[src/rtl/mem_port_arbiter_pkg.sv]
// Shared types for the memory port arbiter: FSM states, requester ids,
// and the wait-state counter width helper.
package mem_arb_pkg;

  typedef enum logic [1:0] {
    IDLE = 2'd0,
    BUSY = 2'd1,
    DONE = 2'd2
  } state_t;

  typedef enum logic {
    CPU = 1'b0,
    LDR = 1'b1
  } req_id_t;

  // Bits needed to hold max(read_lat, write_lat) - 1, never less than one.
  function automatic int unsigned cnt_width(input int unsigned read_lat,
                                            input int unsigned write_lat);
    int unsigned m;
    m = (read_lat > write_lat) ? read_lat : write_lat;
    return (m <= 1) ? 1 : $clog2(m);
  endfunction

endpackage

[src/rtl/mem_port_arbiter_if.sv]
// Requester and memory-side signals of the memory port arbiter.
// slave: the arbiter itself; master: requesters plus memory.
interface mem_port_arbiter_if #(
  parameter int unsigned ADDR_W = 32,
  parameter int unsigned DATA_W = 32
);
  logic              cpu_req;
  logic              cpu_we;
  logic [ADDR_W-1:0] cpu_addr;
  logic [DATA_W-1:0] cpu_wdata;
  logic              cpu_ack;
  logic              ldr_req;
  logic              ldr_we;
  logic [ADDR_W-1:0] ldr_addr;
  logic [DATA_W-1:0] ldr_wdata;
  logic              ldr_ack;
  logic [DATA_W-1:0] rdata;
  logic [ADDR_W-1:0] mem_addr;
  logic [DATA_W-1:0] mem_wdata;
  logic              mem_wr;
  logic [DATA_W-1:0] mem_rdata;
  logic              busy;
  logic [1:0]        state_o;

  modport slave (
    input  cpu_req, cpu_we, cpu_addr, cpu_wdata,
    input  ldr_req, ldr_we, ldr_addr, ldr_wdata,
    input  mem_rdata,
    output cpu_ack, ldr_ack, rdata,
    output mem_addr, mem_wdata, mem_wr,
    output busy, state_o
  );

  modport master (
    output cpu_req, cpu_we, cpu_addr, cpu_wdata,
    output ldr_req, ldr_we, ldr_addr, ldr_wdata,
    output mem_rdata,
    input  cpu_ack, ldr_ack, rdata,
    input  mem_addr, mem_wdata, mem_wr,
    input  busy, state_o
  );

endinterface

[src/rtl/mem_port_arbiter_wait_counter.sv]
// Down-counter for memory wait states: loadable, decrements on request,
// flags zero.
module wait_counter #(
  parameter int unsigned WIDTH = 1
) (
  input  logic             clk,
  input  logic             reset,
  input  logic             load,
  input  logic [WIDTH-1:0] load_val,
  input  logic             dec,
  output logic             zero
);

  logic [WIDTH-1:0] cnt;

  // Count register; load takes priority over decrement.
  always_ff @(posedge clk or posedge reset) begin
    if (reset) begin
      cnt <= '0;
    end else if (load) begin
      cnt <= load_val;
    end else if (dec && (cnt != '0)) begin
      cnt <= cnt - 1'b1;
    end
  end

  // Zero flag ends the wait phase of an access.
  always_comb begin
    zero = (cnt == '0);
  end

endmodule

[src/rtl/mem_port_arbiter.sv]
// Arbitrates the single-port memory between the CPU and the loader with
// round-robin on ties, and owns the memory read/write wait states.
module mem_port_arbiter
  import mem_arb_pkg::*;
#(
  parameter int unsigned ADDR_W    = 32,
  parameter int unsigned DATA_W    = 32,
  parameter int unsigned READ_LAT  = 2,
  parameter int unsigned WRITE_LAT = 1
) (
  input logic               clk,
  input logic               reset,
  mem_port_arbiter_if.slave bus
);

  localparam int unsigned CNT_W = cnt_width(READ_LAT, WRITE_LAT);

  state_t            state;
  state_t            state_nx;
  req_id_t           last_grant;
  req_id_t           grant_id;
  logic              grant;
  logic              grant_we;
  logic              lat_we;
  logic [ADDR_W-1:0] lat_addr;
  logic [DATA_W-1:0] lat_wdata;
  logic [DATA_W-1:0] rdata_q;
  logic              cnt_load;
  logic              cnt_dec;
  logic              cnt_zero;
  logic [CNT_W-1:0]  cnt_load_val;

  // Pick a winner in IDLE: a lone request wins, a tie goes to the requester
  // that was not granted last time.
  always_comb begin
    grant    = (state == IDLE) && (bus.cpu_req || bus.ldr_req);
    grant_id = CPU;
    if (bus.cpu_req && bus.ldr_req) begin
      grant_id = (last_grant == CPU) ? LDR : CPU;
    end else if (bus.ldr_req) begin
      grant_id = LDR;
    end
    grant_we     = (grant_id == CPU) ? bus.cpu_we : bus.ldr_we;
    cnt_load     = grant;
    cnt_load_val = grant_we ? CNT_W'(WRITE_LAT - 1) : CNT_W'(READ_LAT - 1);
    cnt_dec      = (state == BUSY) && !cnt_zero;
  end

  wait_counter #(
    .WIDTH(CNT_W)
  ) u_wait_counter (
    .clk     (clk),
    .reset   (reset),
    .load    (cnt_load),
    .load_val(cnt_load_val),
    .dec     (cnt_dec),
    .zero    (cnt_zero)
  );

  // FSM state register.
  always_ff @(posedge clk or posedge reset) begin
    if (reset) begin
      state <= IDLE;
    end else begin
      state <= state_nx;
    end
  end

  // FSM next state: DONE always returns to IDLE without looking at requests.
  always_comb begin
    state_nx = state;
    case (state)
      IDLE:    if (grant) state_nx = BUSY;
      BUSY:    if (cnt_zero) state_nx = DONE;
      DONE:    state_nx = IDLE;
      default: state_nx = IDLE;
    endcase
  end

  // Capture the winner's request at grant; last_grant doubles as the id of
  // the access in flight, since it only changes at grant.
  always_ff @(posedge clk or posedge reset) begin
    if (reset) begin
      last_grant <= LDR;
      lat_we     <= '0;
      lat_addr   <= '0;
      lat_wdata  <= '0;
    end else if (grant) begin
      last_grant <= grant_id;
      lat_we     <= grant_we;
      lat_addr   <= (grant_id == CPU) ? bus.cpu_addr  : bus.ldr_addr;
      lat_wdata  <= (grant_id == CPU) ? bus.cpu_wdata : bus.ldr_wdata;
    end
  end

  // Read data is taken on the last wait cycle and held until the next read.
  always_ff @(posedge clk or posedge reset) begin
    if (reset) begin
      rdata_q <= '0;
    end else if ((state == BUSY) && cnt_zero && !lat_we) begin
      rdata_q <= bus.mem_rdata;
    end
  end

  // Outputs: ack for the owner in DONE, write strobe only while BUSY.
  always_comb begin
    bus.cpu_ack   = (state == DONE) && (last_grant == CPU);
    bus.ldr_ack   = (state == DONE) && (last_grant == LDR);
    bus.mem_wr    = (state == BUSY) && lat_we;
    bus.mem_addr  = lat_addr;
    bus.mem_wdata = lat_wdata;
    bus.rdata     = rdata_q;
    bus.busy      = (state != IDLE);
    bus.state_o   = state;
  end

endmodule

[src/flat_wrapper.sv]
// flat-port wrapper written by rule: the top's interface ports become plain ports
module mem_port_arbiter_flat import mem_arb_pkg::*;
#(
  parameter int unsigned ADDR_W    = 32,
  parameter int unsigned DATA_W    = 32,
  parameter int unsigned READ_LAT  = 2,
  parameter int unsigned WRITE_LAT = 1
)
  (clk, reset, bus_cpu_req, bus_cpu_we, bus_cpu_addr, bus_cpu_wdata, bus_ldr_req, bus_ldr_we, bus_ldr_addr, bus_ldr_wdata, bus_mem_rdata, bus_cpu_ack, bus_ldr_ack, bus_rdata, bus_mem_addr, bus_mem_wdata, bus_mem_wr, bus_busy, bus_state_o);
  mem_port_arbiter_if #(.ADDR_W(ADDR_W), .DATA_W(DATA_W)) bus_i ();
  input logic clk;
  input logic reset;
  input wire logic [$bits(bus_i.cpu_req)-1:0] bus_cpu_req;
  input wire logic [$bits(bus_i.cpu_we)-1:0] bus_cpu_we;
  input wire logic [$bits(bus_i.cpu_addr)-1:0] bus_cpu_addr;
  input wire logic [$bits(bus_i.cpu_wdata)-1:0] bus_cpu_wdata;
  input wire logic [$bits(bus_i.ldr_req)-1:0] bus_ldr_req;
  input wire logic [$bits(bus_i.ldr_we)-1:0] bus_ldr_we;
  input wire logic [$bits(bus_i.ldr_addr)-1:0] bus_ldr_addr;
  input wire logic [$bits(bus_i.ldr_wdata)-1:0] bus_ldr_wdata;
  input wire logic [$bits(bus_i.mem_rdata)-1:0] bus_mem_rdata;
  output wire logic [$bits(bus_i.cpu_ack)-1:0] bus_cpu_ack;
  output wire logic [$bits(bus_i.ldr_ack)-1:0] bus_ldr_ack;
  output wire logic [$bits(bus_i.rdata)-1:0] bus_rdata;
  output wire logic [$bits(bus_i.mem_addr)-1:0] bus_mem_addr;
  output wire logic [$bits(bus_i.mem_wdata)-1:0] bus_mem_wdata;
  output wire logic [$bits(bus_i.mem_wr)-1:0] bus_mem_wr;
  output wire logic [$bits(bus_i.busy)-1:0] bus_busy;
  output wire logic [$bits(bus_i.state_o)-1:0] bus_state_o;
  assign bus_i.cpu_req = bus_cpu_req;
  assign bus_i.cpu_we = bus_cpu_we;
  assign bus_i.cpu_addr = bus_cpu_addr;
  assign bus_i.cpu_wdata = bus_cpu_wdata;
  assign bus_i.ldr_req = bus_ldr_req;
  assign bus_i.ldr_we = bus_ldr_we;
  assign bus_i.ldr_addr = bus_ldr_addr;
  assign bus_i.ldr_wdata = bus_ldr_wdata;
  assign bus_i.mem_rdata = bus_mem_rdata;
  assign bus_cpu_ack = bus_i.cpu_ack;
  assign bus_ldr_ack = bus_i.ldr_ack;
  assign bus_rdata = bus_i.rdata;
  assign bus_mem_addr = bus_i.mem_addr;
  assign bus_mem_wdata = bus_i.mem_wdata;
  assign bus_mem_wr = bus_i.mem_wr;
  assign bus_busy = bus_i.busy;
  assign bus_state_o = bus_i.state_o;
  mem_port_arbiter #(.ADDR_W(ADDR_W), .DATA_W(DATA_W), .READ_LAT(READ_LAT), .WRITE_LAT(WRITE_LAT)) u_core (.clk(clk), .reset(reset), .bus(bus_i));
endmodule
[config.mk]
export PLATFORM = sky130hd
export DESIGN_NAME = mem_port_arbiter_flat
export DESIGN_NICKNAME = d
export VERILOG_FILES = /design/src/rtl/mem_port_arbiter_pkg.sv /design/src/rtl/mem_port_arbiter_if.sv /design/src/rtl/mem_port_arbiter_wait_counter.sv /design/src/rtl/mem_port_arbiter.sv /design/src/flat_wrapper.sv
export SDC_FILE = /design/constraint.sdc
export NUM_CORES = 1
export LEC_CHECK = 0
export BUFFER_PORTS_ARGS = -buffer_cell sky130_fd_sc_hd__buf_2
export CORE_AREA = 2 2 125 157
export CTS_CLUSTER_SIZE = 12
export DETAILED_ROUTE_END_ITERATION = 8
export DIE_AREA = 0 0 127 159
export PLACE_DENSITY = 0.5
export SLEW_MARGIN = 5
export SYNTH_ARGS = -nofsm -noshare
export SYNTH_HDL_FRONTEND = slang
export SYNTH_HIERARCHICAL = 1
export SYNTH_SLANG_ARGS = --single-unit
export TNS_END_PERCENT = 50
[constraint.sdc]
create_clock -name clk -period 3.55 [get_ports clk]
set_input_delay 0.71 -clock clk [delete_from_list [all_inputs] [get_ports clk]]
set_output_delay 0.71 -clock clk [all_outputs]
set_load 0.005 [all_outputs]
==> qor.txt <==
Dominant synthesized flop cell: dfrtp_1
First-pass GRT wire length: 23.54 mm
Post-CTS sizing: 0
Startpoint types: flip-flop
Multi-input gate area: 1837 µm²
Crit Path Max Fanout: 68
CP Capture Type: output pin
Placement-stage cell area: 6100 µm²
Synth unique cells: 24
CTS hold repair buffers: 0
Port Buf Inserts: 267
DR iter-0 viols: 202
Rows: 56
Number of setup buffers added after CTS: 0
Vias in the first global route: 4471
Cell internal pwr: 3.634 mW
Syn_nets: 618
Largest cells by area after synthesis: dfrtp_1 (55%), nand2_1 (11%), mux2_4 (9.8%)
Global router's overall resource usage: 14.78%
Global route overflow: 0
DRT antenna net count: 0
Unrepaired setup endpoints after global routing: no
Largest net degree at the start of global routing: 69
Design area: 6455 µm²
Status: finished, final reports clean
Setup tns final: 0 ns
N_diodes: 0
H-tree Lvls: 3
Total chip power: 5.621 mW
Vias/cell: 4.573
Flop pwr share: 37.2%
Switch share: 35.35%
Syn_area_per_cell: 10.13 µm²
Final setup viols: 0
Seq/Total Area, Yosys: 55.25%
Die Height: 159 µm
Pwr/cell area: 870.8 nW/µm²
Peak VDD IR: 0.3104 mV
Slew Limit Headroom: 45.17%
Initial antenna violation count: 1
WL/cell: 16.25 µm
Final hold vios: 0
Post-synth EDFFs: 0
Leakage Power: 3.188 nW
Synthesis Warnings: 6
Layout cells sized above 1: 47.29%
Fin. max-slew vios: 0
Clk Latency, worst-skew pair: 0.35 ns
Cell with the most instances after synthesis: nand2_1
P&R area growth vs syn: 41.03%
Core area: 18640 µm²
CP required: 2.84 ns
Initial core utilization: 24.56%
Synth cell count leaders: nand2_1 (129), dfrtp_1 (100), a21oi_1 (67), a31oi_1 (65), mux2_4 (30)
Synth Instances: 452
CTS sink cnt: 101
Synthesis-stage register bit count: 101
DR DRC count: 0
Die Wd: 127 µm
Worst Clk Skew: 0.01055 ns
Sequential cell area: 2529 µm²
Maxcap violations: 0
Critical path type: flip-flop to output pin
Die area: 20190 µm²
Arrival time of the worst setup path: 1.83 ns
HPWL after detailed placement: 10.29 mm
Slew @ Worst Pin: 0.8207 ns
Final wirelength: 15.18 mm
Routability Congestion: 0.7475
Clk root buf: clkbuf_16
CTS Buffer Depth: 2
Sw Pwr: 1.987 mW
Reg clk slew, reported paths: 0.07 ns
Maximum clock rate: 394.1 MHz
Ports: 268
Via Count: 4271
Final Cycle Share: 71.47%
Worst hold path class: primary input to asynchronous set/reset pin
Filler cells: 2005
DRT Pass-1 Iters: 4
Logic gate share of total power: 42.0%
Yosys top cell area share: 54.67%
Fraction of registers with async set/reset: 100.0%
Cell Area, Synth: 4577 µm²
Clk pwr share: 20.8%
CTS Buf Count: 9
Min cycle time layout: 2.537 ns
CTS tree: built
Cell taking the most area after synthesis: dfrtp_1
# nets final: 863
-- kinds of logic after synthesis --
group	Yosys count	synth area share (%)
AO/OA/AOI/OAI	135	16.87
buffers and inverters	44	5.221
flip-flops	101	55.25
multiplexers	33	10.55
AND/OR/NAND/NOR	139	12.11
-- critical path: stages, from the launching register on --
cell     delay, ns
dfrtp_1       0.46
nor2_4        0.13
buf_4         0.63
inv_1         0.09
buf_2         0.15
-- per-layer routing --
| layer | track usage (%) | up-vias | wire length [µm] |
|---|---|---|---|
| met5 | 0 | - | 13 |
| met2 | 26.69 | 180 | 7762 |
| met3 | 3.898 | 16 | 1146 |
| met4 | 4.695 | 2 | 214 |
| met1 | 16.88 | 2013 | 6041 |
| li1 | - | 2060 | - |
-- per-stage QoR --
stage          hold WS (ns)  setup WS, ns  utilization (%)  instances
6_report             0.2249         1.013            34.63        934
5_1_grt              0.2082        0.8971            34.63        934
4_1_cts              0.2033        0.9922            34.63        934
3_5_place_dp         0.4874         1.128            32.73        918
3_3_place_gp         0.4854         1.169            32.73        918
2_1_floorplan        0.4387        0.2229                -        452
-- power groups by stage --
stage / registers (mW) / clock network, mW / logic (mW)
2_1_floorplan: 2.12 / 0 / 1.38
3_3_place_gp: 2.09 / 0 / 2.41
3_5_place_dp: 2.11 / 0 / 2.41
4_1_cts: 2.09 / 1.22 / 2.41
5_1_grt: 2.17 / 1.28 / 2.61
6_report: 2.09 / 1.17 / 2.36
-- final timing paths --
kind,slack [ns],end,startpoint,cells past startpoint
setup reg to reg,1.31,u_core/bus.rdata[4]$_DFFE_PP0P_,u_core/bus.state_o[1]$_DFFE_PP0P_,4
max in group asynchronous,2.37,u_core/last_grant$_DFFE_PP1P_,reset,3
hold reg to reg,0.51,u_core/bus.rdata[22]$_DFFE_PP0P_,u_core/bus.rdata[22]$_DFFE_PP0P_,1
hold / removal,0.22,u_core/u_wait_counter/cnt$_DFFE_PP0P_,reset,2
setup / recovery,1.01,bus_busy,u_core/bus.state_o[0]$_DFFE_PP0P_,4
min in group clk,0.51,u_core/bus.rdata[22]$_DFFE_PP0P_,u_core/bus.rdata[22]$_DFFE_PP0P_,1
-- area by class of cell --
| class | instances | area share, % |
|---|---|---|
| flip-flops and latches | 101 | 39.17 |
| inverters | 4 | 0.2714 |
| clock inverters | 6 | 1.803 |
| repair buffers | 274 | 22.10 |
| well taps | 232 | 4.497 |
| clock buffers | 10 | 3.702 |
| multi-input cells | 307 | 28.46 |
-- sequential cells by signal, indices dropped and copies added (netlist names) --
register,count
u_core/bus.mem_addr,32
u_core/bus.mem_wdata,32
u_core/bus.rdata,32
u_core/bus.state_o,2
u_core/last_grant,1
u_core/lat_we,1
u_core/u_wait_counter/cnt,1
-- cell usage in the layout (no fill, tap or decap), drive strengths merged, types with 2 or more instances in the layout --
cell	count
buf	274
a21oi	67
dfrtp	100
a31oi	65
and3b	3
nor3b	2
nand2	129
clkbuf	10
inv	6
mux2	32
or2	2
bufinv	3
Power figures use the tool's default switching activity.
